`src/rtl/hex_entry_pkg.sv`:
```
// Shared constants and types for the hex keypad entry block.
package hex_entry_pkg;

   localparam int NUM_KEYS = 3;
   localparam int DIGIT    = 0;
   localparam int ENTER    = 1;
   localparam int CLEAR    = 2;

   typedef enum logic {
      EMPTY = 1'b0,
      FULL  = 1'b1
   } out_state_t;

   // Debounce counter spans 0 .. cycles-1.
   function automatic int cnt_width(input int cycles);
      return (cycles <= 2) ? 1 : $clog2(cycles);
   endfunction

endpackage

```
`src/rtl/key_debounce.sv`:
```
// Synchronizer, debouncer and press-edge detector for one active-low pushbutton.
module key_debounce
   import hex_entry_pkg::*;
#(
   parameter int DEBOUNCE_CYCLES = 250000
) (
   input  logic clk,
   input  logic rst_n,
   input  logic key_raw,
   output logic press
);

   localparam int            CW       = cnt_width(DEBOUNCE_CYCLES);
   localparam logic [CW-1:0] CNT_LAST = CW'(DEBOUNCE_CYCLES - 1);

   logic          sync1;
   logic          sync2;
   logic          db;
   logic          db_d;
   logic [CW-1:0] cnt;

   always_ff @(posedge clk or negedge rst_n) begin
      if (!rst_n) begin
         sync1 <= 1'b1;
         sync2 <= 1'b1;
         db    <= 1'b1;
         db_d  <= 1'b1;
         cnt   <= '0;
      end else begin
         sync1 <= key_raw;
         sync2 <= sync1;
         db_d  <= db;
         // Any sample that agrees with the debounced level restarts the run.
         if (sync2 == db) begin
            cnt <= '0;
         end else if (cnt == CNT_LAST) begin
            db  <= sync2;
            cnt <= '0;
         end else begin
            cnt <= cnt + 1'b1;
         end
      end
   end

   assign press = db_d & ~db;

endmodule

```
`src/rtl/hex_entry.sv`:
```
// Hex word entry from switches and three pushbuttons, with a valid/ready output port.
//
// state | meaning
// EMPTY | no submitted word pending, data_valid=0
// FULL  | data holds a word awaiting data_ready
module hex_entry
   import hex_entry_pkg::*;
#(
   parameter int DEBOUNCE_CYCLES = 250000
) (
   input  logic        clk,
   input  logic        rst_n,
   input  logic [3:0]  sw,
   input  logic        key_digit,
   input  logic        key_enter,
   input  logic        key_clear,
   output logic [31:0] entry,
   output logic [31:0] data,
   output logic        data_valid,
   input  logic        data_ready,
   output logic        overrun
);

   logic [NUM_KEYS-1:0] key_raw;
   logic [NUM_KEYS-1:0] press;

   assign key_raw = {key_clear, key_enter, key_digit};

   for (genvar k = 0; k < NUM_KEYS; k++) begin : g_key
      key_debounce #(
         .DEBOUNCE_CYCLES(DEBOUNCE_CYCLES)
      ) u_key_debounce (
         .clk    (clk),
         .rst_n  (rst_n),
         .key_raw(key_raw[k]),
         .press  (press[k])
      );
   end

   out_state_t state;
   out_state_t state_nxt;
   logic       clr_ev;
   logic       ent_ev;
   logic       dig_ev;
   logic       handshake;
   logic       accept;
   logic       reject;

   always_comb begin
      clr_ev    = press[CLEAR];
      ent_ev    = press[ENTER] & ~press[CLEAR];
      dig_ev    = press[DIGIT] & ~press[ENTER] & ~press[CLEAR];
      handshake = (state == FULL) & data_ready;
      accept    = ent_ev & ((state == EMPTY) | handshake);
      reject    = ent_ev & ~accept;
      state_nxt = state;
      case (state)
         EMPTY:   if (accept) state_nxt = FULL;
         FULL:    if (handshake && !accept) state_nxt = EMPTY;
         default: state_nxt = EMPTY;
      endcase
   end

   always_ff @(posedge clk or negedge rst_n) begin
      if (!rst_n) begin
         state   <= EMPTY;
         entry   <= '0;
         data    <= '0;
         overrun <= 1'b0;
      end else begin
         state <= state_nxt;
         if (accept) data <= entry;
         if (clr_ev || accept) begin
            entry <= '0;
         end else if (dig_ev) begin
            entry <= {entry[27:0], sw};
         end
         if (clr_ev) begin
            overrun <= 1'b0;
         end else if (reject) begin
            overrun <= 1'b1;
         end
      end
   end

   // Registered state only, so data_valid never follows data_ready combinationally.
   assign data_valid = (state == FULL);

endmodule

```
`config.mk`:
```
export PLATFORM = sky130hd
export DESIGN_NAME = hex_entry
export DESIGN_NICKNAME = d
export VERILOG_FILES = /design/src/rtl/hex_entry_pkg.sv /design/src/rtl/key_debounce.sv /design/src/rtl/hex_entry.sv
export SDC_FILE = /design/constraint.sdc
export NUM_CORES = 1
export LEC_CHECK = 0
export ABC_AREA = 1
export CELL_PAD_IN_SITES_DETAIL_PLACEMENT = 1
export CELL_PAD_IN_SITES_GLOBAL_PLACEMENT = 1
export CORE_AREA = 2 2 109 132
export DETAILED_ROUTE_END_ITERATION = 6
export DIE_AREA = 0 0 111 134
export PLACE_DENSITY_LB_ADDON = 0.3
export SKIP_LAST_GASP = 1
export SLEW_MARGIN = 20
export SYNTH_ARGS = -nofsm -noshare
export SYNTH_HDL_FRONTEND = slang
export SYNTH_SLANG_ARGS = --single-unit
```
`constraint.sdc`:
```
create_clock -name clk -period 2.35 [get_ports clk]
set_input_delay 0.705 -clock clk [delete_from_list [all_inputs] [get_ports clk]]
set_output_delay 0.705 -clock clk [all_outputs]
set_load 0.02 [all_outputs]
```
# After elaboration in Yosys (flattened, before gate mapping)
# Index checks and enable logic that the tools add are counted.
[totals]
regBits = 132
wordCells = 69
[classes]
addsub = 3
n_eq_ne = 6
mux = 13
n_bitwise = 20
reduce_logical = 8
[ops]
columns = ["op", "n"]
rows = [
  ["2-to-1 mux 18 bit", 6],
  ["2-to-1 mux 32 bit", 2],
  ["adder 18 x 1 -> 18 bit (second input constant)", 3],
  ["equality test 18 bit (second input constant)", 3],
  ["inverter 1 bit", 10],
  ["AND 1 bit", 9],
  ["AND reduction 2 bit", 3],
  ["2-to-1 mux 1 bit", 4],
  ["nonzero test 2 bit", 2],
  ["equality test 1 bit", 3],
  ["case mux 1 bit (2 select lines)", 1],
  ["logical AND 1 bit", 1],
  ["zero test 1 bit", 1],
  ["logical OR 1 bit", 1],
  ["OR 1 bit", 1],
]

# Logic depth before layout (Yosys ltp)
# Gate-level depths: netlist (run 1).
[logic_depth]
depth_word = 9
ltp_mapped = 9

# Hierarchy
# From an unflattened synthesis (run 1), not the netlist that was laid out.
[unflattened]
cells_unflattened = 781
hier_area_um2 = 6327.3
[modules_own_cells]
columns = ["mod", "instances", "cells_per_inst", "area_each_um2", "seq_area_each_um2"]
rows = [
  ["key_debounce", 3, 142, 1152.4, 555.5],
  ["hex_entry", 1, 355, 2870.3, 1651.6],
]

# Worst setup path before layout (run 1)
# No wires, ideal clock.
[synth_path]
kind = "input port to flip-flop"
start = "in data_ready"
end = "reg entry[10]"
setup_time_ns = 0.119
t_arrival_ns = 1.436
required_ns = 2.231
slack_ns = 0.795
stages = 7
n_path_buf = 1
path_cell_list = "inv_1 -> nand2_1 -> nand3_4 -> nand3_4 -> buf_6 -> nand3_1 -> o21ai_2"
[synth_via]
elab_chain_cells = 5
elab_cells_between_ends = 6
[synth_rtl]
columns = ["item", "line", "source"]
rows = [
  ["start: declaration", "hex_entry.sv:20", "input logic data_ready,"],
  ["AND 1 bit (*)", "hex_entry.sv:53", "handshake = (state == FULL) & data_ready;"],
  ["OR 1 bit (*)", "hex_entry.sv:54", "accept = ent_ev & ((state == EMPTY) | handshake);"],
  ["AND 1 bit (*)", "hex_entry.sv:54", ""],
  ["logical OR 1 bit (*)", "hex_entry.sv:73", "if (clr_ev || accept) begin"],
  ["2-to-1 mux 32 bit / nonzero test 2 bit (equally long branches)", "n/a", ""],
  ["end signal: assignment", "hex_entry.sv:76", "entry <= {entry[27:0], sw};"],
  ["end: declaration", "hex_entry.sv:17", "output logic [31:0] entry,"],
]
# Every way passes the cells marked *; elsewhere a longest branch is shown, timed or not.
# A chain may end at the register's enable or synchronous reset.

# Worst setup path in the final report (run 1)
[layout_path]
start = "reg entry[15]"
end = "out entry[15]"
# No word-level cell between the ends.

==> results of run 1 <==
[synthesized netlist by cell type]
master / instances
nor2_2: 7
o21ai_1: 33
o21ai_0: 7
inv_1: 66
xnor2_1: 6
a21oi_1: 10
nor2_1: 108
nand3b_1: 1
a21oi_4: 1
nand3_2: 1
ha_1: 3
nor3b_1: 5
buf_2: 2
nand2_4: 2
buf_4: 2
nand2_1: 110
nand3_4: 2
buf_6: 13
nand3_1: 74
inv_2: 6
nor3_1: 5
xor2_1: 20
nand4_1: 3
xor2_2: 2
dfstp_2: 12
dfrtp_1: 120
nor2_4: 3
nand3b_2: 1
o31ai_1: 1
nand2_2: 5
o21ai_2: 32
o21bai_1: 3
[metal layers]
layer	vias up	GRT usage (%)	share of wire, %
met5	-	0	0
met4	0	10.9	3.1
met3	33	6.55	4.4
met2	93	42.9	54
met1	2439	25.9	39
li1	2294	-	-
[registers in the layout, indices dropped and copies added, names as in the netlist]
register / count
g_key.u_key_debounce.db: 3
data_valid: 1
data: 32
g_key.u_key_debounce.sync1: 3
overrun: 1
g_key.u_key_debounce.sync2: 3
g_key.u_key_debounce.db_d: 3
g_key.u_key_debounce.cnt: 54
entry: 32
[layout make-up]
type                            count  area (sq um)  share of cell area, %
Clock buffer                       22           464                   6.09
Multi-Input combinational cell    445          2340                   30.7
Tap cell                          171           214                   2.81
Sequential cell                   132          3320                   43.5
Clock inverter                     10           130                   1.71
Timing Repair Buffer               83           887                   11.6
Inverter                           72           270                   3.55
[logic make-up after synthesis]
| family | share of synthesized area [%] |
|---|---|
| AOI/OAI and AO/OA | 9.46 |
| xor gates and xnor gates | 4.27 |
| adders and majority gates | 0.615 |
| buffers and inverters | 7.24 |
| DFF | 54.4 |
| and+or+nand+nor | 24.0 |
[metrics by stage]
step                cells  worst slack [ps]  area [sq um]  power (mW)  hold slack, ps
finish                935               140          7620        5.14             157
global route          935               104          7620        5.30             168
CTS                   935               128          7620        5.19             161
detailed placement    903               160          7030        2.50             351
global placement      903               205          7030        2.49             349
floorplan             666               795          6100        2.40             345
[worst reg2reg max path: stages (launching register included)]
cell and delay [ps]:
dfrtp_1 410, ha_1 240, nand3_1 180, nor2_1 80, nand2_1 210, nand2_1 230, a21oi_1 200
[worst min-delay path by stage]
stage,end,cells past startpoint,start
after floorplan,g_key[0].u_key_debounce.sync2,0,g_key[0].u_key_debounce.sync1
after global placement,g_key[2].u_key_debounce.sync2,0,g_key[2].u_key_debounce.sync1
after detailed placement,g_key[2].u_key_debounce.sync2,0,g_key[2].u_key_debounce.sync1
after CTS,g_key[1].u_key_debounce.cnt[2],1,rst_n
after global routing,g_key[1].u_key_debounce.cnt[9],1,rst_n
final,g_key[1].u_key_debounce.cnt[6],1,rst_n
[where the power goes]
part | internal [mW] | total [mW] | switching, mW | leakage, nW
clock | 1.71 | 2.69 | 0.976 | 0.290
sequential | 2.30 | 2.32 | 0.0176 | 1.78
combinational | 0.0444 | 0.133 | 0.0885 | 1.12
total | 4.06 | 5.14 | 1.08 | 3.19
==> impl_metrics.json, run 1 <==
{
  "ys_warn_count": 0,
  "syn_nets": 679,
  "worstMarginPinSlew_ps": 530,
  "reg2reg_from": "g_key[2].u_key_debounce.cnt[0]",
  "finalClockSkew_ps": 7.59,
  "yosys.area.top_type": "dfrtp_1",
  "endpoint_kind": "primary output",
  "ant_nets": 0,
  "grt_max_degree": 65,
  "port_buffers": 75,
  "max_freq_mhz": 452,
  "htree_levels": 4,
  "critPathRequiredTime_ps": 1640,
  "hp-class": "in2async",
  "fillers": 1570,
  "worstSetupPathType": "reg2out",
  "synth_seq_area_share_pct": 54.4,
  "clk_latency_ps": 420,
  "final_core_utilization_pct": 56.1,
  "cp-start-kind": "register",
  "relSlewSlack_pct": 64.5,
  "rsz0062_at_grt": "no",
  "p_leak_nw": 3.19,
  "worst-r2r-setup-slack_ps": 720,
  "final_common_cell": "dfrtp_1",
  "path_clk_slew_ps": 60,
  "startpoint": "entry[15]",
  "power_density_nw_per_um2": 674,
  "cts_tree": "yes",
  "grt_pass1_wl_microns": 27800,
  "start_util_pct": 44.9,
  "crit_fanout": 3,
  "avgSynthCellArea_sq_um": 9.16,
  "cts-buffers-inserted": 17,
  "vias": 4859,
  "final_cell_mix": "120 x dfrtp_1, 110 x nand2_1, 108 x nor2_1, 74 x nand3_1, 74 x clkdlybuf4s50_1",
  "path_buf_inv": 1,
  "drive_above_1_share_pct": 14.7,
  "grt_usage_pct": 23.7,
  "slowest_delay_ps": 650,
  "wl_per_cell_microns": 17.6,
  "yosysUniqueCellTypes": 32,
  "crit_chain": "clkdlybuf4s50_1",
  "period_share_pct": 94.1,
  "viasPerCell": 5.20,
  "nets": 764,
  "critical-path-top-delay-family": "buffers and inverters",
  "r2r-end": "g_key[2].u_key_debounce.cnt[7]",
  "slowest_stage": "clkdlybuf4s50_1",
  "fin_crit_ps": 2210,
  "setup_viol": 0,
  "detail_route.iter0.violations": 157,
  "tns_ps": 0,
  "netlist_area_sq_um": 6100,
  "cts.root.buffer_cell": "clkbuf_16",
  "area_delta_synth_final_pct": 25.0,
  "n_antenna_cell": 0,
  "cts-hold-fix-buffers": 0,
  "ys_ff_latch": 132,
  "synthCells": 666,
  "floorplan.rows": 47,
  "pin_count": 76,
  "dp_hpwl_microns": 11200,
  "critPathCapture": "entry[15]",
  "status": "completed",
  "reg2reg_depth": 6,
  "postCtsSetupBuffers": 0,
  "gr-total-overflow": 0,
  "synth_top_area_share_pct": 49.2,
  "clock_path_buffers": 2,
  "dieWidth_microns": 111,
  "drc": 0,
  "cp_num_cells": 1,
  "final_max_slew_viol_count": 0,
  "grt_pass1_vias": 5598,
  "wirelength_microns": 16400,
  "arrival_ps": 1510,
  "die_y_microns": 134,
  "die-area_sq_um": 14900,
  "gp_congestion": 0.835,
  "antenna_found_initial": 0,
  "finalHoldViolCount": 0,
  "synth.area.top_cells": "dfrtp_1 49%, nand2_1 6.8%, nor2_1 6.6%",
  "firstDrtPassIters": 4,
  "drv_cap": 0,
  "cts.sinks": 132,
  "coreArea_sq_um": 13600,
  "vdd_drop_max_mv": 0.522,
  "postCtsResizedCells": 0
}
(Power assumes the default switching activity.)
==> inputs of run 2 (changes only) <==
Settings changed: CAP_MARGIN from default to 20, GPL_TIMING_DRIVEN from default to 0.
==> impl_metrics.json, run 2 (same netlist as run 1, synthesis figures left out) <==
{
  "status": "completed",
  "wirelength_microns": 16300,
  "dp_hpwl_microns": 11500,
  "whs_ps": 156,
  "wl_per_cell_microns": 17.3,
  "cp-start-kind": "register",
  "drc": 0,
  "cp_num_cells": 1,
  "n_antenna_cell": 0,
  "grt_pass1_vias": 5571,
  "placedCellCount": 913,
  "fillers": 1552,
  "clk_latency_ps": 430,
  "slowest_stage": "clkdlybuf4s50_1",
  "firstDrtPassIters": 4,
  "dieWidth_microns": 111,
  "pin_count": 76,
  "cts-hold-fix-buffers": 0,
  "vdd_drop_max_mv": 0.480,
  "relSlewSlack_pct": 64.7,
  "port_buffers": 75,
  "finalInstanceArea_sq_um": 7680,
  "clock_path_buffers": 2,
  "cts.sinks": 132,
  "detail_route.iter0.violations": 142,
  "power_mw": 5.06,
  "regMostFlops": "g_key.u_key_debounce.cnt",
  "r2r-end": "g_key[1].u_key_debounce.cnt[16]",
  "vias": 4937,
  "area_delta_synth_final_pct": 26.0,
  "viasPerCell": 5.22,
  "arrival_ps": 1490,
  "seqCellArea_sq_um": 3320,
  "grt_pass1_wl_microns": 27900,
  "antenna_found_initial": 0,
  "dp_slack_ps": 164,
  "cts_tree": "yes",
  "startpoint": "entry[17]",
  "period_share_pct": 93.3,
  "crit_fanout": 3,
  "worstMarginPinSlew_ps": 528,
  "drive_above_1_share_pct": 16.0,
  "reg_top3": "g_key.u_key_debounce.cnt: 54 flops, data: 32 flops, entry: 32 flops",
  "final_max_slew_viol_count": 0,
  "coreArea_sq_um": 13600,
  "hp-class": "in2async",
  "cts.root.buffer_cell": "clkbuf_16",
  "stdcell_count": 945,
  "gp_congestion": 0.869,
  "tns_ps": 0,
  "die_y_microns": 134,
  "critical-path-top-delay-family": "buffers and inverters",
  "postCtsResizedCells": 0,
  "gr-total-overflow": 0,
  "max_freq_mhz": 456,
  "p_leak_nw": 3.22,
  "endpoint_kind": "primary output",
  "fin_ws_ps": 158,
  "final_core_utilization_pct": 56.6,
  "critPathRequiredTime_ps": 1640,
  "finalHoldViolCount": 0,
  "start_util_pct": 44.9,
  "drv_cap": 0,
  "final_cell_mix": "120 x dfrtp_1, 110 x nand2_1, 108 x nor2_1, 74 x nand3_1, 74 x clkdlybuf4s50_1",
  "final_common_cell": "dfrtp_1",
  "power_density_nw_per_um2": 658,
  "reg2reg_from": "g_key[1].u_key_debounce.cnt[0]",
  "nets": 774,
  "floorplan.rows": 47,
  "largest_reg_flops": 54,
  "setup_viol": 0,
  "worstSetupPathType": "reg2out",
  "grt_usage_pct": 23.6,
  "path_buf_inv": 1,
  "fin_crit_ps": 2190,
  "htree_levels": 4,
  "finalClockSkew_ps": 10.3,
  "cts-buffers-inserted": 17,
  "worst-r2r-setup-slack_ps": 760,
  "postCtsSetupBuffers": 0,
  "multiInputGateArea_sq_um": 2340,
  "path_clk_slew_ps": 60,
  "ant_nets": 0,
  "rsz0062_at_grt": "no",
  "die-area_sq_um": 14900,
  "grt_max_degree": 97,
  "crit_chain": "clkdlybuf4s50_1",
  "critPathCapture": "entry[17]",
  "reg2reg_depth": 8,
  "slowest_delay_ps": 660,
  "dpl-instance-area_sq_um": 7100
}
[run 2: area by class of cell]
cell class | count | area share (%)
flip-flops and latches | 132 | 43.2
clock buffers | 20 | 5.94
repair buffers | 76 | 10.2
well taps | 171 | 2.78
clock inverters | 12 | 1.71
inverters | 72 | 3.52
plain buffers | 17 | 2.23
multi-input cells | 445 | 30.4
[run 2: routing by layer]
| layer | vias to the layer above | wire length (microns) | global-route usage [%] |
|---|---|---|---|
| li1 | 2318 | - | - |
| met1 | 2491 | 6490 | 26.3 |
| met3 | 29 | 852 | 6.73 |
| met4 | 0 | 378 | 9.86 |
| met2 | 99 | 8620 | 42.5 |
| met5 | - | 0 | 0 |
[run 2: how the worst min path moves through the flow]
stage	cells past startpoint	slack, ps	startpoint	endpoint
after floorplan	0	350	g_key[0].u_key_debounce.sync1	g_key[0].u_key_debounce.sync2
after global placement	0	350	g_key[0].u_key_debounce.sync1	g_key[0].u_key_debounce.sync2
after detailed placement	0	350	g_key[0].u_key_debounce.sync1	g_key[0].u_key_debounce.sync2
after CTS	1	160	rst_n	g_key[1].u_key_debounce.cnt[6]
after global routing	1	170	rst_n	g_key[1].u_key_debounce.cnt[7]
final	1	160	rst_n	g_key[1].u_key_debounce.cnt[6]
[run 2: power by group]
group,switching (mW),internal (mW)
Clock,1.00,1.61
Sequential,0.0172,2.30
Combinational,0.0870,0.0423
Total,1.11,3.96
